===== config.mk =====
export PLATFORM = sky130hd
export DESIGN_NAME = prog_counter
export DESIGN_NICKNAME = d
export VERILOG_FILES = /design/src/rtl/s8sp_pkg.sv /design/src/rtl/pc_ret_stack.sv /design/src/rtl/prog_counter.sv
export SDC_FILE = /design/constraint.sdc
export NUM_CORES = 1
export LEC_CHECK = 0
export ABC_CLOCK_PERIOD_IN_PS = 2700
export CAP_MARGIN = 10
export CELL_PAD_IN_SITES_DETAIL_PLACEMENT = 1
export CELL_PAD_IN_SITES_GLOBAL_PLACEMENT = 1
export CORE_UTILIZATION = 30
export CTS_CLUSTER_DIAMETER = 100
export DETAILED_ROUTE_END_ITERATION = 7
export GPL_TIMING_DRIVEN = 0
export PLACE_DENSITY_LB_ADDON = 0.25
export SLEW_MARGIN = 25
export SYNTH_ARGS = -nofsm -noshare
export SYNTH_HDL_FRONTEND = slang
export SYNTH_HIERARCHICAL = 1
export SYNTH_SLANG_ARGS = --single-unit

===== constraint.sdc =====
create_clock -name clk -period 2.7 [get_ports clk]
set_input_delay 0.54 -clock clk [delete_from_list [all_inputs] [get_ports clk]]
set_output_delay 0.54 -clock clk [all_outputs]
set_load 0.01 [all_outputs]

===== src/rtl/s8sp_pkg.sv =====
// rtl/s8sp_pkg.sv - shared S8SP address-path constants, PC command encoding and decoder
package s8sp_pkg;

  localparam int ADDR_W         = 8;
  localparam int PC_STACK_DEPTH = 4;

  typedef enum logic [2:0] {
    PC_HOLD,
    PC_INC,
    PC_BRANCH,
    PC_LOAD,
    PC_CALL,
    PC_RET
  } pc_cmd_e;

  typedef enum logic [1:0] {
    ST_EMPTY,
    ST_PARTIAL,
    ST_FULL
  } stk_state_e;

  // Fixed priority: ret > call > load > branch > inc.
  function automatic pc_cmd_e pc_decode(input logic ret, input logic call, input logic load,
                                        input logic branch, input logic inc);
    pc_cmd_e cmd;
    if (ret)         cmd = PC_RET;
    else if (call)   cmd = PC_CALL;
    else if (load)   cmd = PC_LOAD;
    else if (branch) cmd = PC_BRANCH;
    else if (inc)    cmd = PC_INC;
    else             cmd = PC_HOLD;
    return cmd;
  endfunction

endpackage


===== src/rtl/pc_ret_stack.sv =====
// rtl/pc_ret_stack.sv - return-address LIFO with EMPTY/PARTIAL/FULL state tracking
import s8sp_pkg::*;

module pc_ret_stack #(
  parameter int WIDTH = ADDR_W,
  parameter int DEPTH = PC_STACK_DEPTH
) (
  input  logic                       clk,
  input  logic                       reset,
  input  logic                       push,
  input  logic                       pop,
  input  logic [WIDTH-1:0]           push_data,
  output logic [WIDTH-1:0]           top_data,
  output logic                       full,
  output logic                       empty,
  output logic [$clog2(DEPTH+1)-1:0] depth
);

  localparam int DW = $clog2(DEPTH+1);
  localparam int PW = $clog2(DEPTH);
  localparam logic [DW-1:0] LAST = DW'(DEPTH - 1);

  stk_state_e       state, state_n;
  logic [DW-1:0]    depth_q;
  logic [WIDTH-1:0] mem [DEPTH];
  logic             do_push, do_pop;

  assign full    = (state == ST_FULL);
  assign empty   = (state == ST_EMPTY);
  assign do_push = push && !full;
  assign do_pop  = pop && !empty && !push;

  always_comb begin
    state_n = state;
    if (do_push)
      state_n = (depth_q == LAST) ? ST_FULL : ST_PARTIAL;
    else if (do_pop)
      state_n = (depth_q == DW'(1)) ? ST_EMPTY : ST_PARTIAL;
  end

  always_ff @(posedge clk or posedge reset) begin
    if (reset) begin
      state   <= ST_EMPTY;
      depth_q <= '0;
    end else begin
      state <= state_n;
      if (do_push)
        depth_q <= depth_q + DW'(1);
      else if (do_pop)
        depth_q <= depth_q - DW'(1);
    end
  end

  // Contents need no reset; the low depth bits wrap to 0 when full, so top index stays valid.
  always_ff @(posedge clk) begin
    if (do_push)
      mem[depth_q[PW-1:0]] <= push_data;
  end

  assign top_data = mem[depth_q[PW-1:0] - PW'(1)];
  assign depth    = depth_q;

endmodule


===== src/rtl/prog_counter.sv =====
// rtl/prog_counter.sv - S8SP program counter; return stack built only with PC_CALL_STACK_EN
import s8sp_pkg::*;

module prog_counter #(
  parameter int WIDTH       = ADDR_W,
  parameter int STACK_DEPTH = PC_STACK_DEPTH
) (
  input  logic                             clk,
  input  logic                             reset,
  input  logic                             inc_pc,
  input  logic                             load_pc,
  input  logic                             branch_pc,
  input  logic                             call_pc,
  input  logic                             ret_pc,
  input  logic [WIDTH-1:0]                 target_addr,
  input  logic [WIDTH-1:0]                 branch_off,
  input  logic                             clr_err,
  output logic [WIDTH-1:0]                 pc_on_bus,
  output logic [$clog2(STACK_DEPTH+1)-1:0] stack_depth,
  output logic                             stack_ovf,
  output logic                             stack_unf
);

  pc_cmd_e          cmd;
  logic [WIDTH-1:0] pc_q, pc_n;
  logic [WIDTH-1:0] ret_addr;
  logic             full, empty;

`ifdef PC_CALL_STACK_EN
  logic ovf_q, unf_q;

  assign cmd = pc_decode(ret_pc, call_pc, load_pc, branch_pc, inc_pc);

  pc_ret_stack #(
    .WIDTH (WIDTH),
    .DEPTH (STACK_DEPTH)
  ) u_ret_stack (
    .clk       (clk),
    .reset     (reset),
    .push      (cmd == PC_CALL),
    .pop       (cmd == PC_RET),
    .push_data (pc_q + WIDTH'(1)),
    .top_data  (ret_addr),
    .full      (full),
    .empty     (empty),
    .depth     (stack_depth)
  );

  // A new error in the same cycle as clr_err keeps its flag set.
  always_ff @(posedge clk or posedge reset) begin
    if (reset) begin
      ovf_q <= 1'b0;
      unf_q <= 1'b0;
    end else begin
      if (cmd == PC_CALL && full) ovf_q <= 1'b1;
      else if (clr_err)           ovf_q <= 1'b0;
      if (cmd == PC_RET && empty) unf_q <= 1'b1;
      else if (clr_err)           unf_q <= 1'b0;
    end
  end

  assign stack_ovf = ovf_q;
  assign stack_unf = unf_q;
`else
  logic unused_stack_inputs;

  // Without the stack, call is a plain jump and ret never decodes.
  assign cmd                 = pc_decode(1'b0, call_pc, load_pc, branch_pc, inc_pc);
  assign unused_stack_inputs = ^{ret_pc, clr_err};
  assign full                = 1'b0;
  assign empty               = 1'b1;
  assign ret_addr            = '0;
  assign stack_depth         = '0;
  assign stack_ovf           = 1'b0;
  assign stack_unf           = 1'b0;
`endif

  always_comb begin
    pc_n = pc_q;
    case (cmd)
      PC_INC:    pc_n = pc_q + WIDTH'(1);
      PC_BRANCH: pc_n = pc_q + branch_off;
      PC_LOAD:   pc_n = target_addr;
      PC_CALL:   if (!full)  pc_n = target_addr;
      PC_RET:    if (!empty) pc_n = ret_addr;
      default:   pc_n = pc_q;
    endcase
  end

  always_ff @(posedge clk or posedge reset) begin
    if (reset) pc_q <= '0;
    else       pc_q <= pc_n;
  end

  assign pc_on_bus = pc_q;

endmodule


After elaboration in Yosys (flattened, before gate mapping)
Cells that the tools add are included.
{"block": "op_classes", "muxes": 5, "n_eq_ne": 4, "n_addsub": 2, "n_reduce_logical": 2}
{"cell": "$pmux W8 S3", "n": 1}
{"cell": "$add A8 B1 Y8 const B", "n": 1}
{"cell": "$add A8 B8 Y8", "n": 1}
{"cell": "$eq A3 B2 Y1 const B", "n": 2}
{"cell": "$mux W3", "n": 2}
{"cell": "$eq A3 B1 Y1 const B", "n": 1}
{"cell": "$eq A3 B3 Y1 const B", "n": 1}
{"cell": "$reduce_bool A3 Y1", "n": 1}
{"cell": "$mux W2", "n": 1}
{"cell": "$reduce_or A2 Y1", "n": 1}
{"cell": "$mux W1", "n": 1}
{"block": "totals", "in_bits": 24, "reg_bits": 8, "wordCells": 14, "output_inout_bits": 13}

Logic depth before layout (Yosys ltp)
{"block": "depth", "depth_word": 7, "ltp_mapped": 10, "mapped_depth_nobuf": 10}

Worst setup path after synthesis
OpenSTA, ideal clock, no wires.
{"block": "synth_timing", "path_kind": "input to register", "from": "input call_pc", "to": "register pc_q[7] (netlist: pc_on_bus[7])", "cell_stages": 9, "required_ps": 2574, "arrival_time_ps": 2186, "path_slack_ps": 388, "n_path_buf": 0, "path_cell_list": "nor2_1 nand3_1 inv_1 ha_1 a211oi_2 nor2_1 a221oi_2 mux2i_1 a221o_1"}
{"block": "synth_via", "elab_chain_cells": 4}
{"item": "start, declared", "line_no": "prog_counter.sv:13", "text": "input logic call_pc,"}
{"item": "$mux W3 (*)", "line_no": "s8sp_pkg.sv:27", "text": "else if (call) cmd = PC_CALL;"}
{"item": "$eq A3 B3 Y1 / $eq A3 B2 Y1 (equally long branches)", "line_no": "prog_counter.sv:80", "text": "case (cmd)"}
{"item": "$reduce_or A2 Y1 (no line)"}
{"item": "$pmux W8 S3 / $reduce_bool A3 Y1 (equally long branches)"}
{"item": "end signal, assigned", "line_no": "prog_counter.sv:92", "text": "else pc_q <= pc_n;"}
{"item": "end, declared", "line_no": "prog_counter.sv:25", "text": "logic [WIDTH-1:0] pc_q, pc_n;"}
Mark *: on every way between the ends. The rest lies on a longest branch, timed or not.
A chain may end at the register's enable or synchronous reset.

Worst setup path after layout
{"block": "layout_timing", "from": "input branch_pc", "to": "register pc_q[7] (netlist: pc_on_bus[7])"}
{"block": "layout_via", "elab_chain_cells": 6}
{"item": "start, declared", "line_no": "prog_counter.sv:12", "text": "input logic branch_pc,"}
{"item": "$mux W2 (*)", "line_no": "s8sp_pkg.sv:29", "text": "else if (branch) cmd = PC_BRANCH;"}
{"item": "$mux W3 (*)", "line_no": "s8sp_pkg.sv:28", "text": "else if (load) cmd = PC_LOAD;"}
{"item": "$mux W3 (*)", "line_no": "s8sp_pkg.sv:27"}
{"item": "$eq A3 B3 Y1 / $eq A3 B2 Y1 (equally long branches)", "line_no": "prog_counter.sv:80"}
{"item": "$reduce_or A2 Y1 (no line)"}
{"item": "$pmux W8 S3 / $reduce_bool A3 Y1 (equally long branches)"}
Marked as above.

==> run summary <==
Syn Area/Cell = 8.37 µm²
Power Dens Cells = 358 mW/mm²
MaxCap Viol Count = 0
GPL Wtd Cong = 0.807
CP endpoint kind = register
top cells by area, synth = dfrtp_1 26%, ha_1 11%, o21ai_0 5.8%, and3_1 4.8%, buf_4 4.8%
Hold Path Class = input pin to async pin
setup violators final = 0
CTS Sinks = 8
Post-CTS Setup Bufs = 0
f_max = 388 MHz
clock latency on the worst-skew pair = 0.25 ns
IO Port Bufs = 29
Fill cells = 304
post-synth top area cell = dfrtp_1
max reg flops = 8
CTS Buffer Depth = 2
M1 WL = 1140 µm
gr usage total = 19.1%
Initial Utilization = 31.7%
DR WL met2 = 1280 µm
CTS root buffer = clkbuf_4
layout cells sized above 1 = 13.1%
R2R depth = 6
post-DR vias/cell = 5.13
RSZ-0062 raised after global routing = false
vias = 820
largest net degree at the start of global routing = 11
WP data required = 2.84 ns
Die Wd = 52.9 µm
simple logic cell fraction of the synthesized area = 24.1%
Crit Reg-Reg Startpoint = pc_on_bus[4]$_DFFE_PP0P_
Tmin final = 2.57 ns
R2R setup slack = 0.78 ns
CTS Buf Count = 3
Warnings, synthesis = 6
number of global-route vias before repair = 812
Synth Area in Compound Gates = 21.5%
# H-tree levels = 1
initial antenna violation count = 0
critical path class = input pin to register
VDD IR max = 0.231 mV
post-synthesis xor/xnor area fraction = 3.38%
Leak Pwr = 0.542 nW
Reg2Reg Capture Point = pc_on_bus[7]$_DFFE_PP0P_
Fin Clk Skew = 0.00957 ns
Fin. Hold Viols = 0
I/O pin count = 37
WL final = 2510 µm
main combinational cell family by area after synthesis = simple AND/OR/NAND/NOR gates
Worst Setup Start Kind = input pin
Post-Syn Area = 778 µm²
Final HPWL DP = 1810 µm
Design Power = 0.416 mW
First DRT Iteration DRCs = 12
DRC Markers = 0
Synth Area in Adders = 13.8%
first-pass GRT wire length = 3800 µm
Yosys cell types = 35
CTS Hold Buffers Added = 0
Die Y = 52.9 µm
# diodes = 0
die area = 0.00280 mm²
WL per Instance = 15.7 µm
DRT antenna net count = 0
met3 WL = 71 µm
core area = 0.00245 mm²
TritonCTS clock tree = built
CTS clk-pin slew, worst paths = 0.06 ns
# nets final = 164
status = finished, final reports clean
Max Slew Vio Count = 0
row cnt = 18
Syn Inst Count = 93
Crit Path Max Fanout = 10
Synth top area share = 25.7%
GRT overflow = 0
portion of netlist area occupied by mux cells = 2.57%
hold_ws = 0.539 ns
DR pass1 iterations = 4
setup TNS = 0 ns
final worst-path cycle share = 95.4%
Highest Signal Layer = met4
Area Overhead vs Synth = 49.7%
post-synthesis sequential area ratio = 25.7%
CP Data Arrival Time = 2.71 ns
Synth Register Bits = 8
[worst max-delay path: stages]
cell	delay [ns]
clkdlybuf4s50_1	0.47
buf_2	0.22
nand3_1	0.15
inv_1	0.09
ha_1	0.25
a211oi_2	0.22
nor2_1	0.11
a221oi_2	0.27
mux2i_1	0.12
a221o_1	0.27
[cell families after synthesis]
logic type	count (synthesis)
multiplexers	2
adder cells (fa/ha/maj)	8
AND/OR/NAND/NOR	34
other	1
buffers and inverters	12
AO/OA/AOI/OAI	25
XOR/XNOR	3
flip-flops	8
[cell usage in the layout (no fill, tap or decap), drive strengths merged]
master          n
clkdlybuf4s50  27
o21ai           9
nand2           8
dfrtp           8
ha              7
and3            6
buf             6
nor2            6
a21oi           5
inv             5
conb            5
clkbuf          4
nor3            3
a211oi          3
nand2b          2
mux2i           2
nand3           2
xnor2           2
nand3b          2
a22oi           2
dlymetal6s2s    2
nor2b           2
or2             1
and4bb          1
xor2            1
o21bai          1
a221oi          1
a221o           1
o2111ai         1
nand4b          1
o22ai           1
a21o            1
nand4           1
fa              1
[worst max path at each step]
stage / startpoint / endpoint / slack [ns] / depth (start not counted)
2_1_floorplan: call_pc / pc_on_bus[7]$_DFFE_PP0P_ / 0.39 / 9
3_3_place_gp: call_pc / pc_on_bus[7]$_DFFE_PP0P_ / -0.48 / 10
3_5_place_dp: call_pc / pc_on_bus[7]$_DFFE_PP0P_ / -0.52 / 10
4_1_cts: load_pc / pc_on_bus[4]$_DFFE_PP0P_ / 0.07 / 11
5_1_grt: branch_pc / pc_on_bus[7]$_DFFE_PP0P_ / 0.03 / 10
6_report: branch_pc / pc_on_bus[7]$_DFFE_PP0P_ / 0.13 / 10
[synth_stat cells, drive strengths merged]
master,instances
a211oi,3
nand3b,2
a221oi,1
a22oi,2
conb,1
fa,1
and4bb,1
nor2b,2
o2111ai,1
nor2,5
nand3,2
ha,7
nand4,1
o21bai,1
nand2,8
o21ai,9
xnor2,2
xor2,1
nor3,3
and3,6
nand2b,2
o22ai,1
mux2i,2
a221o,1
nand4b,1
clkbuf,1
a21oi,5
or2,1
dfrtp,8
a21o,1
buf,6
inv,5
[power breakdown]
part	switching, mW	internal (mW)
Clock	0.0419	0.0510
Combinational	0.0847	0.0948
Sequential	0.0122	0.132
[metal layers]
layer,global-route usage (%),vias to the layer above
li1,-,408
met3,1.72,2
met2,33.8,18
met4,5.26,0
met1,24.3,392
met5,0,-
[through the flow]
| stage | setup slack [ns] | cells | cell area (µm²) | utilization, % |
|---|---|---|---|---|
| 2_1_floorplan | 0.388 | 97 | 793 | - |
| 3_3_place_gp | -0.484 | 156 | 1120 | 45.7 |
| 3_5_place_dp | -0.518 | 156 | 1120 | 45.7 |
| 4_1_cts | 0.0679 | 159 | 1150 | 46.9 |
| 5_1_grt | 0.0316 | 160 | 1160 | 47.5 |
| 6_report | 0.125 | 160 | 1160 | 47.5 |
[repair_timing]
action                                  4_1_cts  5_1_grt
gates cloned                                  0        1
pin swaps                                     0        1
endpoints found under the setup margin        5        4
gates resized for setup                       2        3
[area by class of cell]
type | instances | area (µm²) | area share, %
Sequential cell | 8 | 200 | 17.2
Timing Repair Buffer | 29 | 295 | 25.3
Clock buffer | 3 | 22.5 | 1.93
Tap cell | 30 | 37.5 | 3.22
Multi-Input combinational cell | 78 | 544 | 46.7
Buffer | 7 | 46.3 | 3.97
Inverter | 5 | 18.8 | 1.61
Power figures use the tool's default switching activity.
